===== config.mk =====
export PLATFORM = sky130hd
export DESIGN_NAME = wb_regfile_flat
export DESIGN_NICKNAME = d
export VERILOG_FILES = /design/src/rtl/wb_regfile_if.sv /design/src/rtl/wb_regfile.sv /design/src/flat_wrapper.sv
export SDC_FILE = /design/constraint.sdc
export NUM_CORES = 2
export LEC_CHECK = 0
export CAP_MARGIN = 20
export CELL_PAD_IN_SITES_DETAIL_PLACEMENT = 1
export CELL_PAD_IN_SITES_GLOBAL_PLACEMENT = 2
export CORE_AREA = 2 2 477 479
export DETAILED_ROUTE_END_ITERATION = 8
export DIE_AREA = 0 0 479 481
export MAX_ROUTING_LAYER = met4
export PLACE_DENSITY_LB_ADDON = 0.3
export SYNTH_ARGS = -nofsm -noshare
export SYNTH_HDL_FRONTEND = slang
export SYNTH_SLANG_ARGS = --single-unit

===== constraint.sdc =====
create_clock -name clk -period 21.5 [get_ports clk]
set_input_delay 4.3 -clock clk [delete_from_list [all_inputs] [get_ports clk]]
set_output_delay 4.3 -clock clk [all_outputs]
set_load 0.05 [all_outputs]

===== src/rtl/wb_regfile_if.sv =====
// Bus bundle between the Y86-64 write-back stage and its environment.
// The master drives the executed-instruction fields and read indices; the slave returns read data and status.
interface wb_regfile_if #(parameter int NREG = 15);
    logic                  wb_valid;
    logic [3:0]            icode;
    logic [3:0]            rA;
    logic [3:0]            rB;
    logic                  cnd;
    logic [63:0]           valE;
    logic [63:0]           valM;
    logic [3:0]            srcA;
    logic [3:0]            srcB;
    logic [63:0]           rdA;
    logic [63:0]           rdB;
    logic [64*NREG-1:0]    reg_flat;
    logic                  wb_done;
    logic                  halted;
    logic                  instr_err;

    modport master (
        output wb_valid, icode, rA, rB, cnd, valE, valM, srcA, srcB,
        input  rdA, rdB, reg_flat, wb_done, halted, instr_err
    );

    modport slave (
        input  wb_valid, icode, rA, rB, cnd, valE, valM, srcA, srcB,
        output rdA, rdB, reg_flat, wb_done, halted, instr_err
    );
endinterface


===== src/rtl/wb_regfile.sv =====
// Y86-64 write-back stage and architectural register file, with sticky halt/invalid-instruction status.
// Define WB_BYPASS_EN to forward same-cycle commit data onto the read ports.
module wb_regfile #(
    parameter int          NREG     = 15,
    parameter int          SP_IDX   = 14,
    parameter logic [63:0] SP_RESET = 64'h0000_0000_0000_1000
) (
    input  logic           clk,
    input  logic           rst_n,
    wb_regfile_if.slave    bus
);
    localparam logic [3:0] RNONE    = 4'hF;
    localparam logic [3:0] I_CMOV   = 4'd2;
    localparam logic [3:0] I_IRMOV  = 4'd3;
    localparam logic [3:0] I_MRMOV  = 4'd5;
    localparam logic [3:0] I_OP     = 4'd6;
    localparam logic [3:0] I_CALL   = 4'd8;
    localparam logic [3:0] I_RET    = 4'd9;
    localparam logic [3:0] I_PUSH   = 4'd10;
    localparam logic [3:0] I_POP    = 4'd11;
    localparam logic [3:0] I_HALT   = 4'd0;
    localparam logic [3:0] SP       = 4'(SP_IDX);

    logic [63:0] regs [NREG];
    logic [3:0]  dst_e;
    logic [3:0]  dst_m;
    logic        commit_en;
    logic        wb_done_q;
    logic        halted_q;
    logic        err_q;
    logic [63:0] rd_a;
    logic [63:0] rd_b;

    // NOTE: every always_comb output gets a default first, so no path can infer a latch.
    always_comb begin
        dst_e = RNONE;
        dst_m = RNONE;
        case (bus.icode)
            I_CMOV:                 dst_e = bus.cnd ? bus.rB : RNONE;
            I_IRMOV, I_OP:          dst_e = bus.rB;
            I_MRMOV:                dst_m = bus.rA;
            I_CALL, I_RET, I_PUSH:  dst_e = SP;
            I_POP: begin
                dst_e = SP;
                dst_m = bus.rA;
            end
            default: ;
        endcase
    end

    // Reset also suppresses the commit so a bypassed read never shows data that is not written.
    assign commit_en = rst_n && bus.wb_valid && !halted_q && !err_q;

    // NOTE: sequential state uses non-blocking assignments only, so every flop sees pre-edge values.
    // NOTE: the register array is a bank of flops rather than a RAM macro, so it is reset word by word.
    always_ff @(posedge clk) begin
        if (!rst_n) begin
            for (int i = 0; i < NREG; i++)
                regs[i] <= (i == SP_IDX) ? SP_RESET : 64'd0;
        end else if (commit_en) begin
            for (int i = 0; i < NREG; i++) begin
                if (dst_m == 4'(i))
                    regs[i] <= bus.valM;
                else if (dst_e == 4'(i))
                    regs[i] <= bus.valE;
            end
        end
    end

    always_ff @(posedge clk) begin
        if (!rst_n) begin
            wb_done_q <= 1'b0;
            halted_q  <= 1'b0;
            err_q     <= 1'b0;
        end else begin
            wb_done_q <= commit_en && (dst_e != RNONE || dst_m != RNONE);
            if (commit_en && bus.icode == I_HALT)
                halted_q <= 1'b1;
            if (commit_en && bus.icode > I_POP)
                err_q <= 1'b1;
        end
    end

    function automatic logic [63:0] array_rd(input logic [3:0] src);
        if (src == RNONE || int'(src) >= NREG)
            return 64'd0;
        return regs[src];
    endfunction

    always_comb begin
        rd_a = array_rd(bus.srcA);
        rd_b = array_rd(bus.srcB);
`ifdef WB_BYPASS_EN
        if (commit_en && bus.srcA != RNONE) begin
            if (bus.srcA == dst_m)
                rd_a = bus.valM;
            else if (bus.srcA == dst_e)
                rd_a = bus.valE;
        end
        if (commit_en && bus.srcB != RNONE) begin
            if (bus.srcB == dst_m)
                rd_b = bus.valM;
            else if (bus.srcB == dst_e)
                rd_b = bus.valE;
        end
`endif
    end

    assign bus.rdA       = rd_a;
    assign bus.rdB       = rd_b;
    assign bus.wb_done   = wb_done_q;
    assign bus.halted    = halted_q;
    assign bus.instr_err = err_q;

    for (genvar g = 0; g < NREG; g++) begin : g_flat
        assign bus.reg_flat[64*g +: 64] = regs[g];
    end
endmodule


===== src/flat_wrapper.sv =====
// flat-port wrapper written by rule: the top's interface ports become plain ports
module wb_regfile_flat 
#(
    parameter int          NREG     = 15,
    parameter int          SP_IDX   = 14,
    parameter logic [63:0] SP_RESET = 64'h0000_0000_0000_1000
)
  (clk, rst_n, bus_wb_valid, bus_icode, bus_rA, bus_rB, bus_cnd, bus_valE, bus_valM, bus_srcA, bus_srcB, bus_rdA, bus_rdB, bus_reg_flat, bus_wb_done, bus_halted, bus_instr_err);
  wb_regfile_if #(.NREG(NREG)) bus_i ();
  input  logic clk;
  input  logic rst_n;
  input wire logic [$bits(bus_i.wb_valid)-1:0] bus_wb_valid;
  input wire logic [$bits(bus_i.icode)-1:0] bus_icode;
  input wire logic [$bits(bus_i.rA)-1:0] bus_rA;
  input wire logic [$bits(bus_i.rB)-1:0] bus_rB;
  input wire logic [$bits(bus_i.cnd)-1:0] bus_cnd;
  input wire logic [$bits(bus_i.valE)-1:0] bus_valE;
  input wire logic [$bits(bus_i.valM)-1:0] bus_valM;
  input wire logic [$bits(bus_i.srcA)-1:0] bus_srcA;
  input wire logic [$bits(bus_i.srcB)-1:0] bus_srcB;
  output wire logic [$bits(bus_i.rdA)-1:0] bus_rdA;
  output wire logic [$bits(bus_i.rdB)-1:0] bus_rdB;
  output wire logic [$bits(bus_i.reg_flat)-1:0] bus_reg_flat;
  output wire logic [$bits(bus_i.wb_done)-1:0] bus_wb_done;
  output wire logic [$bits(bus_i.halted)-1:0] bus_halted;
  output wire logic [$bits(bus_i.instr_err)-1:0] bus_instr_err;
  assign bus_i.wb_valid = bus_wb_valid;
  assign bus_i.icode = bus_icode;
  assign bus_i.rA = bus_rA;
  assign bus_i.rB = bus_rB;
  assign bus_i.cnd = bus_cnd;
  assign bus_i.valE = bus_valE;
  assign bus_i.valM = bus_valM;
  assign bus_i.srcA = bus_srcA;
  assign bus_i.srcB = bus_srcB;
  assign bus_rdA = bus_i.rdA;
  assign bus_rdB = bus_i.rdB;
  assign bus_reg_flat = bus_i.reg_flat;
  assign bus_wb_done = bus_i.wb_done;
  assign bus_halted = bus_i.halted;
  assign bus_instr_err = bus_i.instr_err;
  wb_regfile #(.NREG(NREG), .SP_IDX(SP_IDX), .SP_RESET(SP_RESET)) u_core (.clk(clk), .rst_n(rst_n), .bus(bus_i));
endmodule

# --- Yosys cells after proc, flatten, opt, wreduce, memory -nomap -nowiden ---
# Memories as Yosys holds them, arrays and structs flattened.
# Cells that the tools add are included.
classes:
  eq_ne: 40
  bitwise_logic: 30
  n_reduce_logical: 17
  magnitude_cmp: 3
  muxes: 175
op_table:
  columns: ["cell", "n"]
  rows:
  - ["$mux W64", 34]
  - ["$mux W1", 138]
  - ["$eq A4 B4 Y1 const B", 20]
  - ["$eq A4 B3 Y1 const B", 10]
  - ["$or A1 B1 Y1", 30]
  - ["$eq A4 B2 Y1 const B", 6]
  - ["$logic_not A4 Y1", 3]
  - ["$pmux W4 S3", 1]
  - ["$eq A4 B1 Y1 const B", 2]
  - ["$ge A4 B4 Y1 const B", 2]
  - ["$mux W4", 2]
  - ["$ne A4 B4 Y1 const B", 2]
  - ["$logic_and A1 B1 Y1", 6]
  - ["$gt A4 B4 Y1 const B", 1]
  - ["$reduce_or A2 Y1", 2]
  - ["$reduce_or A4 Y1", 1]
  - ["$logic_or A1 B1 Y1", 3]
  - ["$logic_not A1 Y1", 2]
totals:
  out_inout_bits: 1091
  input_bits: 152
  ram_bits: 960
  regBits: 3
  mem_count: 1
memory_table:
  columns: ["memory", "words", "width", "rd", "rd_clocked_by_memory_dff", "write_ports", "line", "text"]
  rows:
  - ["u_core.regs", 15, 64, 17, 0, 15, "wb_regfile.sv:24", "logic [63:0] regs [NREG];"]

# --- Logic depth before layout (Yosys ltp) ---
logic_depth:
  word_depth: 10
  depth_mapped: 9
  mapped_depth_nobuf: 4

# --- Worst setup path after synthesis ---
# OpenSTA, ideal clock, no wires.
synth_timing:
  path_type: "input port to flip-flop"
  startpoint: "input port bus_icode[3]"
  endpoint: "memory u_core.regs[13][0], enable pin"
  path_slack_ns: 8.398
  arrival_ns: 12.396
  required_time_ns: 20.794
  stages: 4
  setup_ns: 0.706
  path_buffers: 1
  path_cell_list: "clkbuf_1 > and4b_1 > o21ai_1 > o311ai_0"
synth_rtl:
  columns: ["element", "line", "text"]
  rows:
  - ["from (decl)", "flat_wrapper.sv:13", "input wire logic [$bits(bus_i.icode)-1:0] bus_icode;"]
  - ["to (decl)", "wb_regfile.sv:24", null]

# --- Worst setup path after layout ---
layout_timing:
  startpoint: "input port bus_srcA[1]"
  endpoint: "output port bus_rdA[10]"
layout_via:
  elab_chain_len: 4
  word_cells_on_any_way: 6
  classes_between: "order compare: 1; eq/ne: 1; mux: 2; reduce/logical: 1; memory: 1"
layout_lines:
  columns: ["element", "line", "text"]
  rows:
  - ["from (decl)", "flat_wrapper.sv:19", "input wire logic [$bits(bus_i.srcA)-1:0] bus_srcA;"]
  - ["$ge A4 B4 Y1 or $eq A4 B4 Y1 (tied branches)", "wb_regfile.sv:85", "if (src == RNONE || int'(src) >= NREG)"]
  - ["$logic_or A1 B1 Y1", "wb_regfile.sv:85", null]
  - ["$mux W1", "wb_regfile.sv:85", null]
  - ["$mux W64 *", "wb_regfile.sv:87", "return regs[src];"]
  - ["to (decl)", "flat_wrapper.sv:21", "output wire logic [$bits(bus_i.rdA)-1:0] bus_rdA;"]
# Every way passes the cells marked *; elsewhere a longest branch is shown, timed or not.

==> run_results.csv <==
group,metric,value,unit
run_status,outcome,"completed",
yosys,syn_area,56400,sq um
critical_path,slowest_delay,970,ps
clock_tree,clock_sink_count,963,
detailed_routing,highest_layer,"met4",
sta,layout_min_cycle_time,13310,ps
layout,finalNonFillerCells,7906,
yosys,synth_edf_count,960,
layout,fillCellCount,23605,
critical_path,r2r-start,"u_core.bus.halted",
detailed_routing,firstDrtPassIters,5,
power,power_density,76.1,nW/um^2
sta,setup-tns-final,0,ps
sta,relSlewSlack,21.3,%
layout,nNetsFinal,4927,
yosys,yosys_warnings,0,
hold_path,min_from,"u_core.bus.instr_err",
power,pwr-share-clk,35.7,%
clock_tree,cts_setup_buffers,0,
critical_path,cp_max_fo,65,
layout,drive_gt1_share,21.3,%
critical_path,cpMaxStageDelayCell,"clkdlybuf4s50_1",
critical_path,critical_path_class,"primary input to output port",
sta,hold_viol_final,0,
floorplan,core_area,226000,sq um
detailed_routing,wl_per_cell,44.7,microns
yosys,syn_avg_cell_area,14.8,sq um
floorplan,io_pins,1243,
flow_run,maxCapViolCount,0,
yosys,synth.distinct_cells,48,
clock_tree,cts_hold_buf,0,
yosys,synth_area_leader_cell,"edfxtp_1",
floorplan,rows,175,
power,total_power,5.72,mW
critical_path,r2r_end,"u_core.regs[9][1]",
power,internal_power,3.77,mW
sta,max_freq,75.1,MHz
yosys,syn_inst,3822,
clock_tree,clk_latency,770,ps
sta,post-route-period-util,61.9,%
floorplan,fp.dieH,481,microns
yosys,synth_flop_cell,"edfxtp_1",
power,vdd_drop_max,63.9,uV
detailed_routing,via_per_inst,5.93,
clock_tree,cts_buffers,115,
critical_path,end_kind,"output port",
floorplan,initial_utilization,25.0,%
hold_path,min_to,"u_core.bus.instr_err",
detailed_routing,drcViolationCount,0,
detailed_routing,drt_wl_total,354000,microns
detailed_routing,final_antenna_net_count,0,
floorplan,die_w,479,microns
sta,drv_slew,0,
power,p_sw,1.95,mW
hold_path,min_path_cells,2,
critical_path,crit_top_cell,"buf_4",
sta,setup_violations,0,
yosys,synth_area_leaders,"edfxtp_1 (51%), mux4_2 (15%), mux2i_1 (6.8%)",
grt,antenna_found_initial,34,
critical_path,reg2reg_depth,6,
grt,overflow,0,
critical_path,regToRegSetupSlack,17080,ps
clock_tree,clk_pin_slew,60,ps
detailed_routing,num_vias,46919,
floorplan,die_area,230000,sq um
critical_path,cp.required,17200,ps
critical_path,cp.arrival,9010,ps
grt,grt_pass1_wl,462000,microns
sta,grt_setup_unrepaired,"no",
detailed_routing,wl_met1,137000,microns
clock_tree,clockBufferDepth,3,
critical_path,critPathLaunchType,"primary input",
power,combinationalPowerShare,24.0,%
clock_tree,cts-resized-gates,0,
yosys,postSynthRegisterBits,963,
detailed_routing,dr_wl_met3,32400,microns
placed_design,dp_cells,7666,
yosys,yosysSeqAreaShare,51.2,%
placed_design,numPortBuffers,1242,
sta,worst_pin_slew,1180,ps
critical_path,cp_cell_sequence,"buf_8, buf_4, buf_4, buf_4, mux4_2, mux2i_1, o22ai_1, clkdlybuf4s50_1",
grt,grt_pass1_vias,46264,
layout,syn2layout_area_growth,33.2,%
clock_tree,cts_tree,"built",
placed_design,hpwl,239000,microns
clock_tree,cts.htree.levels,3,
sta,finClkSkew,37.0,ps
hold_path,hp-class,"register to register",
grt,grt_usage,30.5,%
grt,grt_max_degree,118,
yosys,yosysTopAreaCellShare,51.1,%
power,power_frac_seq,40.3,%
clock_tree,cts_root_buf,"clkbuf_16",
power,swShare,34.1,%
yosys,ys_async_sr_fraction,0,%
placed_design,place_congestion,0.892,
power,power.leakage,26.1,nW
detailed_routing,wl_met2,165000,microns
detailed_routing,drtIter0Drc,5820,
yosys,syn_nets,3974,
metrics by stage:
step / utilization, % / hold slack (ps) / instance area (sq um) / setup WS (ps)
floorplan: - / 749 / 56400 / 8400
detailed placement: 31.6 / 543 / 71300 / 8300
global placement: 31.6 / 525 / 71300 / 8310
finish: 33.3 / 563 / 75200 / 8190
global route: 33.3 / 603 / 75100 / 8110
CTS: 33.3 / 561 / 75100 / 8300
cell families after synthesis:
group	share of synthesized area [%]
mux	28.5
flops	51.2
compound gates	12.9
buf+inv	4.46
simple gates	2.87
cell usage after synthesis (2+ instances only):
library cell	instances
o21ai_0	159
or3_1	8
o22ai_1	129
nor4_4	3
nand3_1	7
mux2i_1	384
dfxtp_1	3
inv_1	4
nand2b_1	5
nor2_1	9
a21oi_1	2
o21ai_1	2
buf_2	122
and3_1	2
nor3_2	2
and4bb_2	2
buf_4	18
and2_1	65
nor3_1	4
nand2_1	197
edfxtp_1	960
o211ai_1	4
a32o_1	163
nor2b_1	4
o2bb2ai_1	62
a22o_1	384
mux4_2	384
nand4_1	7
nor4_1	5
mux2_2	320
a211o_1	4
clkbuf_1	300
o2111ai_1	2
buf_1	41
buf_6	42
power by group through the flow:
stage	registers (mW)	logic [mW]	clock network, mW
3_3_place_gp	2.34	1.37	0
3_5_place_dp	2.34	1.37	0
2_1_floorplan	2.62	0.500	0
4_1_cts	2.30	1.38	2.06
6_report	2.30	1.37	2.04
5_1_grt	2.31	1.41	2.12
cells in the final DEF (no fill, tap or decap), types with 65 or more instances in the layout:
cell,instances
o22ai_1,129
nand2_1,195
mux4_2,384
a22o_1,384
buf_4,115
mux2_2,320
and2_1,65
clkbuf_16,118
o21ai_0,159
mux2i_1,384
a32o_1,163
edfxtp_1,960
clkdlybuf4s50_1,1233
registers in the layout, indices dropped and copies added, names as in the netlist:
signal,count
u_core.bus.halted,1
u_core.bus.instr_err,1
u_core.bus.wb_done,1
u_core.regs,960
routing by layer:
layer | vias up | GRT usage [%]
met1 | 25249 | 37.5
met3 | 570 | 6.53
met5 | - | -
li1 | 17842 | -
met4 | 0 | 14.1
met2 | 3258 | 47.8
worst max-delay path: cells and delay by family:
| kind | cells | cell delay [ps] |
|---|---|---|
| AOI/OAI and AO/OA | 1 | 770 |
| muxes | 2 | 430 |
| buffers and inverters | 5 | 3370 |
final cells by class:
class | instances | area, sq um | share of cell area, %
Antenna cell | 25 | 62.6 | 0.0832
Clock buffer | 144 | 3050 | 4.06
Sequential cell | 963 | 28900 | 38.4
Clock inverter | 70 | 723 | 0.962
Timing Repair Buffer | 1359 | 13400 | 17.8
Multi-Input combinational cell | 2332 | 25300 | 33.6
Inverter | 4 | 15.0 | 0.0200
Tap cell | 3009 | 3760 | 5.01
worst max-delay path by stage:
stage	depth (start not counted)	end	from	slack, ps
2_1_floorplan	4	u_core.regs[13][0]	bus_icode[3]	8400
3_3_place_gp	8	bus_rdA[10]	bus_srcA[1]	8310
3_5_place_dp	8	bus_rdA[10]	bus_srcA[1]	8300
4_1_cts	8	bus_rdA[10]	bus_srcA[1]	8300
5_1_grt	8	bus_rdB[3]	bus_srcB[1]	8110
6_report	8	bus_rdA[10]	bus_srcA[1]	8190
Power figures use the tool's default switching activity.
